**src/rtl/plank_pkg.sv**
```systemverilog
// Shared definitions for the PLANK UART packet path: state encoding,
// default packet geometry/timeout and the checksum accumulate helper.
package plank_pkg;

    localparam logic [1:0] ST_IDLE    = 2'd0;
    localparam logic [1:0] ST_COLLECT = 2'd1;
    localparam logic [1:0] ST_CHECK   = 2'd2;

    typedef enum logic [1:0] {
        S_IDLE    = ST_IDLE,
        S_COLLECT = ST_COLLECT,
        S_CHECK   = ST_CHECK
    } pkt_state_e;

    localparam int PLANK_PKT_LEN      = 19;
    localparam int PLANK_TIMEOUT_CLKS = 100000;

    // Modulo-256 running checksum step.
    function automatic logic [7:0] plank_sum8(input logic [7:0] acc, input logic [7:0] b);
        return acc + b;
    endfunction

endpackage

```
**src/rtl/pkt_timeout_counter.sv**
```systemverilog
// Saturating watchdog counter with synchronous clear and increment enable.
// o_hit flags the increment that lands exactly on LIMIT, so a caller can act
// in the same cycle the limit is reached; o_expired flags a saturated count.
module pkt_timeout_counter
    import plank_pkg::*;
#(
    parameter int LIMIT = PLANK_TIMEOUT_CLKS,
    parameter int CW    = $clog2(LIMIT + 1)
) (
    input  logic i_clk,
    input  logic i_rst,
    input  logic i_clr,
    input  logic i_inc,
    output logic o_expired,
    output logic o_hit
);

    localparam logic [CW-1:0] LIMIT_C    = CW'(LIMIT);
    localparam logic [CW-1:0] LIMIT_M1_C = CW'(LIMIT - 1);

    logic [CW-1:0] count_q;
    logic [CW-1:0] count_d;

    // Next count: clear has priority, otherwise count up and stick at LIMIT.
    always_comb begin
        count_d = count_q;
        if (i_clr) begin
            count_d = '0;
        end else if (i_inc && (count_q != LIMIT_C)) begin
            count_d = count_q + CW'(1);
        end else begin
            count_d = count_q;
        end
    end

    // Count register.
    always_ff @(posedge i_clk) begin
        if (i_rst) begin
            count_q <= '0;
        end else begin
            count_q <= count_d;
        end
    end

    assign o_hit     = i_inc && (count_q == LIMIT_M1_C);
    assign o_expired = (count_q == LIMIT_C);

endmodule

```
**src/rtl/uart_packet_assembler.sv**
```systemverilog
// Frames the uart_rx byte stream into fixed-length packets, verifies the
// trailing modulo-256 checksum and publishes good packets as one wide
// little-endian word. Bad or stalled packets are dropped with an error pulse.
// Optional statistics counters are built when PLANK_PKT_STATS_EN is defined.
module uart_packet_assembler
    import plank_pkg::*;
#(
    parameter int RX_PACKET_LEN = PLANK_PKT_LEN,
    parameter int TIMEOUT_CLKS  = PLANK_TIMEOUT_CLKS
) (
    input  logic                       i_clk,
    input  logic                       i_rst,
    input  logic                       i_en,
    input  logic [7:0]                 i_uart_rx_data,
    input  logic                       i_uart_rx_valid,
    output logic [RX_PACKET_LEN*8-1:0] o_data,
    output logic                       o_data_valid,
    output logic                       o_uart_rx_error,
    output logic [15:0]                o_good_count,
    output logic [15:0]                o_err_count
);

    localparam int DW = RX_PACKET_LEN * 8;
    localparam int SW = (RX_PACKET_LEN - 1) * 8;
    localparam int IW = $clog2(RX_PACKET_LEN);
    localparam int TW = $clog2(TIMEOUT_CLKS + 1);
    localparam logic [IW-1:0] LAST_IDX = IW'(RX_PACKET_LEN - 1);

    pkt_state_e    state_q,  state_d;
    logic [IW-1:0] idx_q,    idx_d;
    logic [7:0]    sum_q,    sum_d;
    logic [SW-1:0] shadow_q, shadow_d;
    logic [DW-1:0] data_q,   data_d;
    logic          valid_q,  valid_d;
    logic          err_q,    err_d;

    logic          strobe_s;
    logic [SW-1:0] shift_s;
    logic          tmo_inc_s;
    logic          tmo_clr_s;
    logic          tmo_hit_s;
    logic          tmo_expired_s;
    logic          tmo_fire_s;

    // Payload bytes enter at the top so byte 0 ends up in the low lane.
    assign shift_s  = SW'({i_uart_rx_data, shadow_q} >> 8);
    assign strobe_s = i_en && i_uart_rx_valid;

    // The watchdog only runs while a packet is open and the line is quiet.
    assign tmo_inc_s  = (state_q == S_COLLECT) && i_en && !i_uart_rx_valid;
    assign tmo_clr_s  = !tmo_inc_s || tmo_fire_s;
    assign tmo_fire_s = tmo_inc_s && (tmo_hit_s || tmo_expired_s);

    pkt_timeout_counter #(
        .LIMIT (TIMEOUT_CLKS),
        .CW    (TW)
    ) u_timeout (
        .i_clk     (i_clk),
        .i_rst     (i_rst),
        .i_clr     (tmo_clr_s),
        .i_inc     (tmo_inc_s),
        .o_expired (tmo_expired_s),
        .o_hit     (tmo_hit_s)
    );

    // Packet FSM next state. The checksum verdict is taken on the final
    // byte's strobe and registered, so the CHECK cycle is the cycle in which
    // o_data_valid / o_uart_rx_error are presented.
    always_comb begin
        state_d  = state_q;
        idx_d    = idx_q;
        sum_d    = sum_q;
        shadow_d = shadow_q;
        data_d   = data_q;
        valid_d  = 1'b0;
        err_d    = 1'b0;
        case (state_q)
            S_IDLE, S_CHECK: begin
                if (strobe_s) begin
                    shadow_d = shift_s;
                    sum_d    = i_uart_rx_data;
                    idx_d    = IW'(1);
                    state_d  = S_COLLECT;
                end else begin
                    sum_d    = 8'd0;
                    idx_d    = '0;
                    state_d  = S_IDLE;
                end
            end
            S_COLLECT: begin
                if (!i_en) begin
                    sum_d   = 8'd0;
                    idx_d   = '0;
                    state_d = S_IDLE;
                end else if (i_uart_rx_valid) begin
                    if (idx_q == LAST_IDX) begin
                        sum_d   = 8'd0;
                        idx_d   = '0;
                        state_d = S_CHECK;
                        if (i_uart_rx_data == sum_q) begin
                            data_d  = {i_uart_rx_data, shadow_q};
                            valid_d = 1'b1;
                        end else begin
                            err_d   = 1'b1;
                        end
                    end else begin
                        shadow_d = shift_s;
                        sum_d    = plank_sum8(sum_q, i_uart_rx_data);
                        idx_d    = idx_q + IW'(1);
                        state_d  = S_COLLECT;
                    end
                end else if (tmo_fire_s) begin
                    err_d   = 1'b1;
                    sum_d   = 8'd0;
                    idx_d   = '0;
                    state_d = S_IDLE;
                end else begin
                    state_d = S_COLLECT;
                end
            end
            default: begin
                sum_d   = 8'd0;
                idx_d   = '0;
                state_d = S_IDLE;
            end
        endcase
    end

    // Packet FSM and output registers.
    always_ff @(posedge i_clk) begin
        if (i_rst) begin
            state_q  <= S_IDLE;
            idx_q    <= '0;
            sum_q    <= 8'd0;
            shadow_q <= '0;
            data_q   <= '0;
            valid_q  <= 1'b0;
            err_q    <= 1'b0;
        end else begin
            state_q  <= state_d;
            idx_q    <= idx_d;
            sum_q    <= sum_d;
            shadow_q <= shadow_d;
            data_q   <= data_d;
            valid_q  <= valid_d;
            err_q    <= err_d;
        end
    end

    assign o_data          = data_q;
    assign o_data_valid    = valid_q;
    assign o_uart_rx_error = err_q;

`ifdef PLANK_PKT_STATS_EN
    logic [15:0] good_cnt_q, good_cnt_d;
    logic [15:0] err_cnt_q,  err_cnt_d;

    // Saturating statistics, stepped together with the pulses they count.
    always_comb begin
        good_cnt_d = good_cnt_q;
        err_cnt_d  = err_cnt_q;
        if (valid_d && (good_cnt_q != 16'hFFFF)) begin
            good_cnt_d = good_cnt_q + 16'd1;
        end else begin
            good_cnt_d = good_cnt_q;
        end
        if (err_d && (err_cnt_q != 16'hFFFF)) begin
            err_cnt_d = err_cnt_q + 16'd1;
        end else begin
            err_cnt_d = err_cnt_q;
        end
    end

    // Statistics registers.
    always_ff @(posedge i_clk) begin
        if (i_rst) begin
            good_cnt_q <= 16'd0;
            err_cnt_q  <= 16'd0;
        end else begin
            good_cnt_q <= good_cnt_d;
            err_cnt_q  <= err_cnt_d;
        end
    end

    assign o_good_count = good_cnt_q;
    assign o_err_count  = err_cnt_q;
`else
    assign o_good_count = 16'd0;
    assign o_err_count  = 16'd0;
`endif

endmodule
```
**config.mk**
```make
export PLATFORM = sky130hd
export DESIGN_NAME = uart_packet_assembler
export DESIGN_NICKNAME = d
export VERILOG_FILES = /design/src/rtl/plank_pkg.sv /design/src/rtl/pkt_timeout_counter.sv /design/src/rtl/uart_packet_assembler.sv
export SDC_FILE = /design/constraint.sdc
export NUM_CORES = 1
export LEC_CHECK = 0
export BUFFER_PORTS_ARGS = -buffer_cell sky130_fd_sc_hd__buf_2
export CAP_MARGIN = 10
export CORE_ASPECT_RATIO = 0.8
export CORE_MARGIN = 2
export CORE_UTILIZATION = 38
export CTS_CLUSTER_SIZE = 30
export DETAILED_ROUTE_END_ITERATION = 6
export HOLD_SLACK_MARGIN = 0.06
export SETUP_SLACK_MARGIN = 0.05
export SYNTH_ARGS = -nofsm -noshare
export SYNTH_HDL_FRONTEND = slang
export SYNTH_SLANG_ARGS = --single-unit
```
**constraint.sdc**
```tcl
create_clock -name i_clk -period 2.1 [get_ports i_clk]
set_input_delay 0.21 -clock i_clk [delete_from_list [all_inputs] [get_ports i_clk]]
set_output_delay 0.21 -clock i_clk [all_outputs]
set_load 0.005 [all_outputs]
```
# Word level (Yosys, flattened, before mapping)
# Cells that the tools add are included.
# classes
eq_ne,12
n_addsub,3
shift,0
n_reduce_logical,18
bitwise_logic,4
multipliers,0
n_div,0
magnitude_cmp,0
muxes,28
# ops
op,n
144-bit two-way mux,4
144-bit one-hot mux with 2 select lines,1
8-bit two-way mux,5
17-bit equality test (second input constant),2
5-bit two-way mux,4
17-bit by 1-bit adder with 17-bit output (second input constant),1
17-bit inequality test (second input constant),1
8-bit one-hot mux with 2 select lines,1
5-bit one-hot mux with 2 select lines,1
5-bit AND reduction,2
8-bit adder,1
8-bit equality test,1
1-bit two-way mux,8
2-bit inequality test (second input constant),4
1-bit logical AND,6
2-bit two-way mux,3
5-bit by 1-bit adder with 5-bit output (second input constant),1
5-bit equality test (second input constant),1
5-bit OR reduction,1
4-bit inequality test (second input constant),1
1-bit inverter,4
2-bit one-hot mux with 2 select lines,1
2-bit OR reduction,2
3-bit OR reduction,1
other kinds (6),8
# word_totals
mem_count,0
latchBits,0
rom_bits,0
regBits,330
ram_bits,0
out_inout_bits,186

# Longest topological paths before layout
# logic_depth
ltp_word,10
mapped_depth,10

# By module
# A second synthesis with hierarchy kept.
# unflattened
cells_unflattened,1581
area_unflattened_um2,12918.6
# modules_own_cells
module,n_inst,seq_area_each_um2,area_per_inst_um2,cells_per_inst
uart_packet_assembler,1,6266.0,12054.1,1476
pkt_timeout_counter,1,340.3,864.6,105

# Least setup slack after synthesis
# OpenSTA, ideal clock, no wires.
# synth_timing
path_type,reg2reg
startpoint,reg sum_q[6]
endpoint,reg data_q[71] (netlist: o_data[71])
stages_incl_launch_ff,9
required_ps,2030
synth_period_minus_slack_ps,2105
arrival_ps,2034
setup_time_ps,70
setup_slack_ps,-5
path_cell_list,dfxtp_1 > ha_1 > nor4_1 > nand3_1 > nor2_1 > clkbuf_1 > clkbuf_1 > nand2_1 > a21oi_1
# synth_via
elab_chain_cells,2
# synth_lines
element,line_no,text
start: declaration,uart_packet_assembler.sv:31,"logic [7:0] sum_q, sum_d;"
start signal: assignment,uart_packet_assembler.sv:142,sum_q <= sum_d;
8-bit equality test,uart_packet_assembler.sv:100,if (i_uart_rx_data == sum_q) begin
5-bit AND reduction (no line),-,
end signal: assignment,uart_packet_assembler.sv:144,data_q <= data_d;
end: declaration,uart_packet_assembler.sv:33,"logic [DW-1:0] data_q, data_d;"
# Every way passes these cells.
# A chain may end at the register's enable or synchronous reset.

# Worst setup path after layout
# layout_timing
startpoint,in i_uart_rx_data[3]
endpoint,reg data_q[43] (netlist: o_data[43])
# layout_via
elab_chain_cells,2
# layout_lines
element,line_no,text
start: declaration,uart_packet_assembler.sv:14,"input logic [7:0] i_uart_rx_data,"
8-bit equality test,uart_packet_assembler.sv:100,
5-bit AND reduction (no line),-,
# Every way passes these cells.

==> impl_metrics.tcl <==
set metrics [dict create \
    path_max_fanout 10 \
    insertion_delay_ns 0.52 \
    synth_cells 1539 \
    critPathCaptureType "register" \
    grt_max_degree 118 \
    final_nets 1741 \
    critPathMaxStageDelay_ns 0.53 \
    p_leak_nw 5.74 \
    maxSlewViolCount 0 \
    area.growth.synth_to_final_pct 26.7 \
    cp.depth 11 \
    crit_start "i_uart_rx_data[3]" \
    drt_iter0_markers 696 \
    tns_ns 0 \
    p_total_mw 13.1 \
    seq_area_mm2 0.00661 \
    num_rows 58 \
    die_area_mm2 0.0334 \
    drc 0 \
    crit_required_ns 2.54 \
    r2r-start "sum_q[0]" \
    synth-seq-area-share 0.543 \
    crit_buf_inv 5 \
    multi_input_area_mm2 0.00514 \
    ant_nets 0 \
    rsz0062_at_grt "yes" \
    grt_overflow_total 0 \
    cp_cell_sequence "dlygate4sd3_1 -> buf_2 -> ha_1 -> nor3_2 -> nand3_2 -> nor2_4 -> buf_12 -> buf_16 -> clkbuf_16 -> nand2_1 -> a21oi_1" \
    wl_per_cell_um 14.6 \
    cts_sinks 330 \
    hold_viol 0 \
    worst_slack_ns 0.0872 \
    place_ws_ns -0.00431 \
    clockRootBuffer "clkbuf_16" \
    drive_gt1_frac 0.190 \
    vias 10500 \
    core-area_mm2 0.0315 \
    peakVddDrop_mv 0.566 \
    initial_core_util 0.386 \
    synth_cell_types 47 \
    utilization 0.489 \
    viasPerCell 4.85 \
    setup.worst_path.end "o_data[43]" \
    maxCapViolCount 0 \
    slew_headroom 0.626 \
    tightestPinTransition_ns 0.561 \
    clockBufferDepth 3 \
    period_share 0.958 \
    hpwl_mm 20.3 \
    r2r_end "o_data[43]" \
    die_y_um 164 \
    slowest_stage "dlygate4sd3_1" \
    skew_ns 0.0133 \
    clkSlewWorstSetupHoldPaths_ns 0.06 \
    die_w_um 204 \
    reg2reg_slack_ns 0.11 \
    r2r_cells 9 \
    grt_pass1_vias 9470 \
    syn_area_mm2 0.0122 \
    antenna_found_initial 0 \
    async_reset_ff_frac 0 \
    period_needed_ns 2.01 \
    synth_warnings 0 \
    firstDrtPassIters 5 \
    cp-start-kind "input port" \
    crit_family "buffers and inverters" \
    cts_tree "built" \
    status "finished clean" \
    hold_ws_ns 0.100 \
    gp_congestion 0.833 \
    antenna_cells 0 \
    pwr_density_cell_mw_per_mm2 851 \
    max_freq_mhz 497 \
    grt_pass1_wl_mm 49.4 \
    final.fill_count 3087 \
    grt.total_usage 0.182 \
    setup_violations 0 \
    cts.htree.levels 2 \
    path_class "input port to register" \
    io_buffers 165 \
    io_pins 198 \
    synthFlopType "dfxtp_1" \
    synth-seq-cells 330 \
    arrival_ns 2.45 \
    synth_edf_count 0 \
    wl_mm 31.7 \
    avgSynthCellArea_um2 7.90 \
    cts_buffers 36 \
    holdCritPathClass "input port to register" \
]
[kinds of logic after synthesis]
group | share of synthesized area
AOI/OAI and AO/OA | 0.148
xor gates and xnor gates | 0.0137
adders and majority gates | 0.0130
buffers and inverters | 0.0573
DFF | 0.543
muxes | 0.000823
other | 0.000308
and+or+nand+nor | 0.224
[metal layers]
metal  routed length [µm]  vias to the layer above  global-route usage  part of all wire
met3                 1480                       40              0.0317             0.047
met2                14600                      227               0.284              0.46
met5                    0                        -                   0                 0
met1                15100                     4909               0.260              0.48
li1                     -                     5304                   -                 -
met4                  484                        0              0.0484             0.015
[worst min-delay path by stage]
stage / startpoint / depth (start not counted) / to / slack [ns]
3_5_place_dp: o_data[6] / 2 / o_data[6] / 0.44
3_3_place_gp: o_data[37] / 2 / o_data[37] / 0.44
2_1_floorplan: i_uart_rx_data[5] / 2 / sum_q[5] / 0.34
5_1_grt: i_uart_rx_data[2] / 4 / o_data[146] / 0.09
6_report: i_uart_rx_data[2] / 4 / o_data[146] / 0.10
4_1_cts: i_uart_rx_data[2] / 4 / o_data[146] / 0.07
[sequential cells by signal, indices dropped and copies added, names as in the netlist]
name / flops
o_uart_rx_error: 1
o_data_valid: 1
o_data: 152
sum_q: 8
state_q: 2
shadow_q: 144
idx_q: 5
u_timeout.count_q: 17
[power by group]
group          internal, mW  leakage [nW]  switching [mW]
clock                  3.84         0.585            2.47
sequential             6.28          2.66          0.0173
combinational         0.170          2.50           0.333
[repair_timing]
action / CTS / global route
resized for setup: 5 / 35
setup endpoints to repair: 29 / 199
cloned: 2 / 4
buffers inserted: 4 / 4
pin swaps: 1 / 7
hold endpoints to repair: 12 / 0
hold buffers: 6 / 0
[stage by stage]
stage               instance area (µm²)  std cells
global route                      15400       2161
finish                            15400       2161
floorplan                         12300       1570
CTS                               15100       2153
detailed placement                13700       2079
global placement                  13700       2079
[final cells by class]
class                           count  area share
Inverter                           10     0.00244
Sequential cell                   330       0.429
Clock buffer                       50      0.0678
Timing Repair Buffer              244       0.124
Multi-Input combinational cell   1095       0.333
Tap cell                          420      0.0341
Clock inverter                     12     0.00958
[tightest hold or removal path, stage by stage]
cell     delay (ns)
buf_2          0.11
buf_4          0.14
nand2_1        0.05
a21oi_1        0.05
[cells in the final DEF (no fill, tap or decap), types with 3 or more instances in the layout]
master           n
xnor2_1          8
a21oi_1        296
bufinv_16        3
inv_1           10
buf_12          23
clkbuf_1         6
a21oi_2         12
nor2_1          29
a21o_1           3
xor2_1          11
ha_1             7
a211oi_1         5
and3b_1          3
a22oi_1          5
buf_4           39
nand3b_1         3
clkbuf_8         7
buf_16           3
buf_6            4
clkinv_2         5
ha_4             3
nor3_1           4
nand4_1          4
nand2b_1         4
nand2_1        603
buf_2          163
conb_1          32
clkbuf_16       41
or3_1            3
nand2_2          5
dlygate4sd3_1    5
o21ai_0         14
dfxtp_1        328
nand3_1          7
[cells in the mapped netlist, drive strengths merged (5+ instances only)]
| master | count | area share |
|---|---|---|
| a211oi | 5 | 0.0031 |
| a21oi | 308 | 0.13 |
| a22oi | 5 | 0.0031 |
| buf | 54 | 0.029 |
| clkbuf | 81 | 0.025 |
| dfxtp | 330 | 0.54 |
| ha | 11 | 0.011 |
| inv | 10 | 0.0031 |
| nand2 | 609 | 0.19 |
| nand3 | 9 | 0.0037 |
| nor2 | 31 | 0.0096 |
| nor3 | 5 | 0.0021 |
| o21ai | 14 | 0.0058 |
| xnor2 | 8 | 0.0058 |
| xor2 | 11 | 0.0079 |
(Power assumes the default switching activity.)
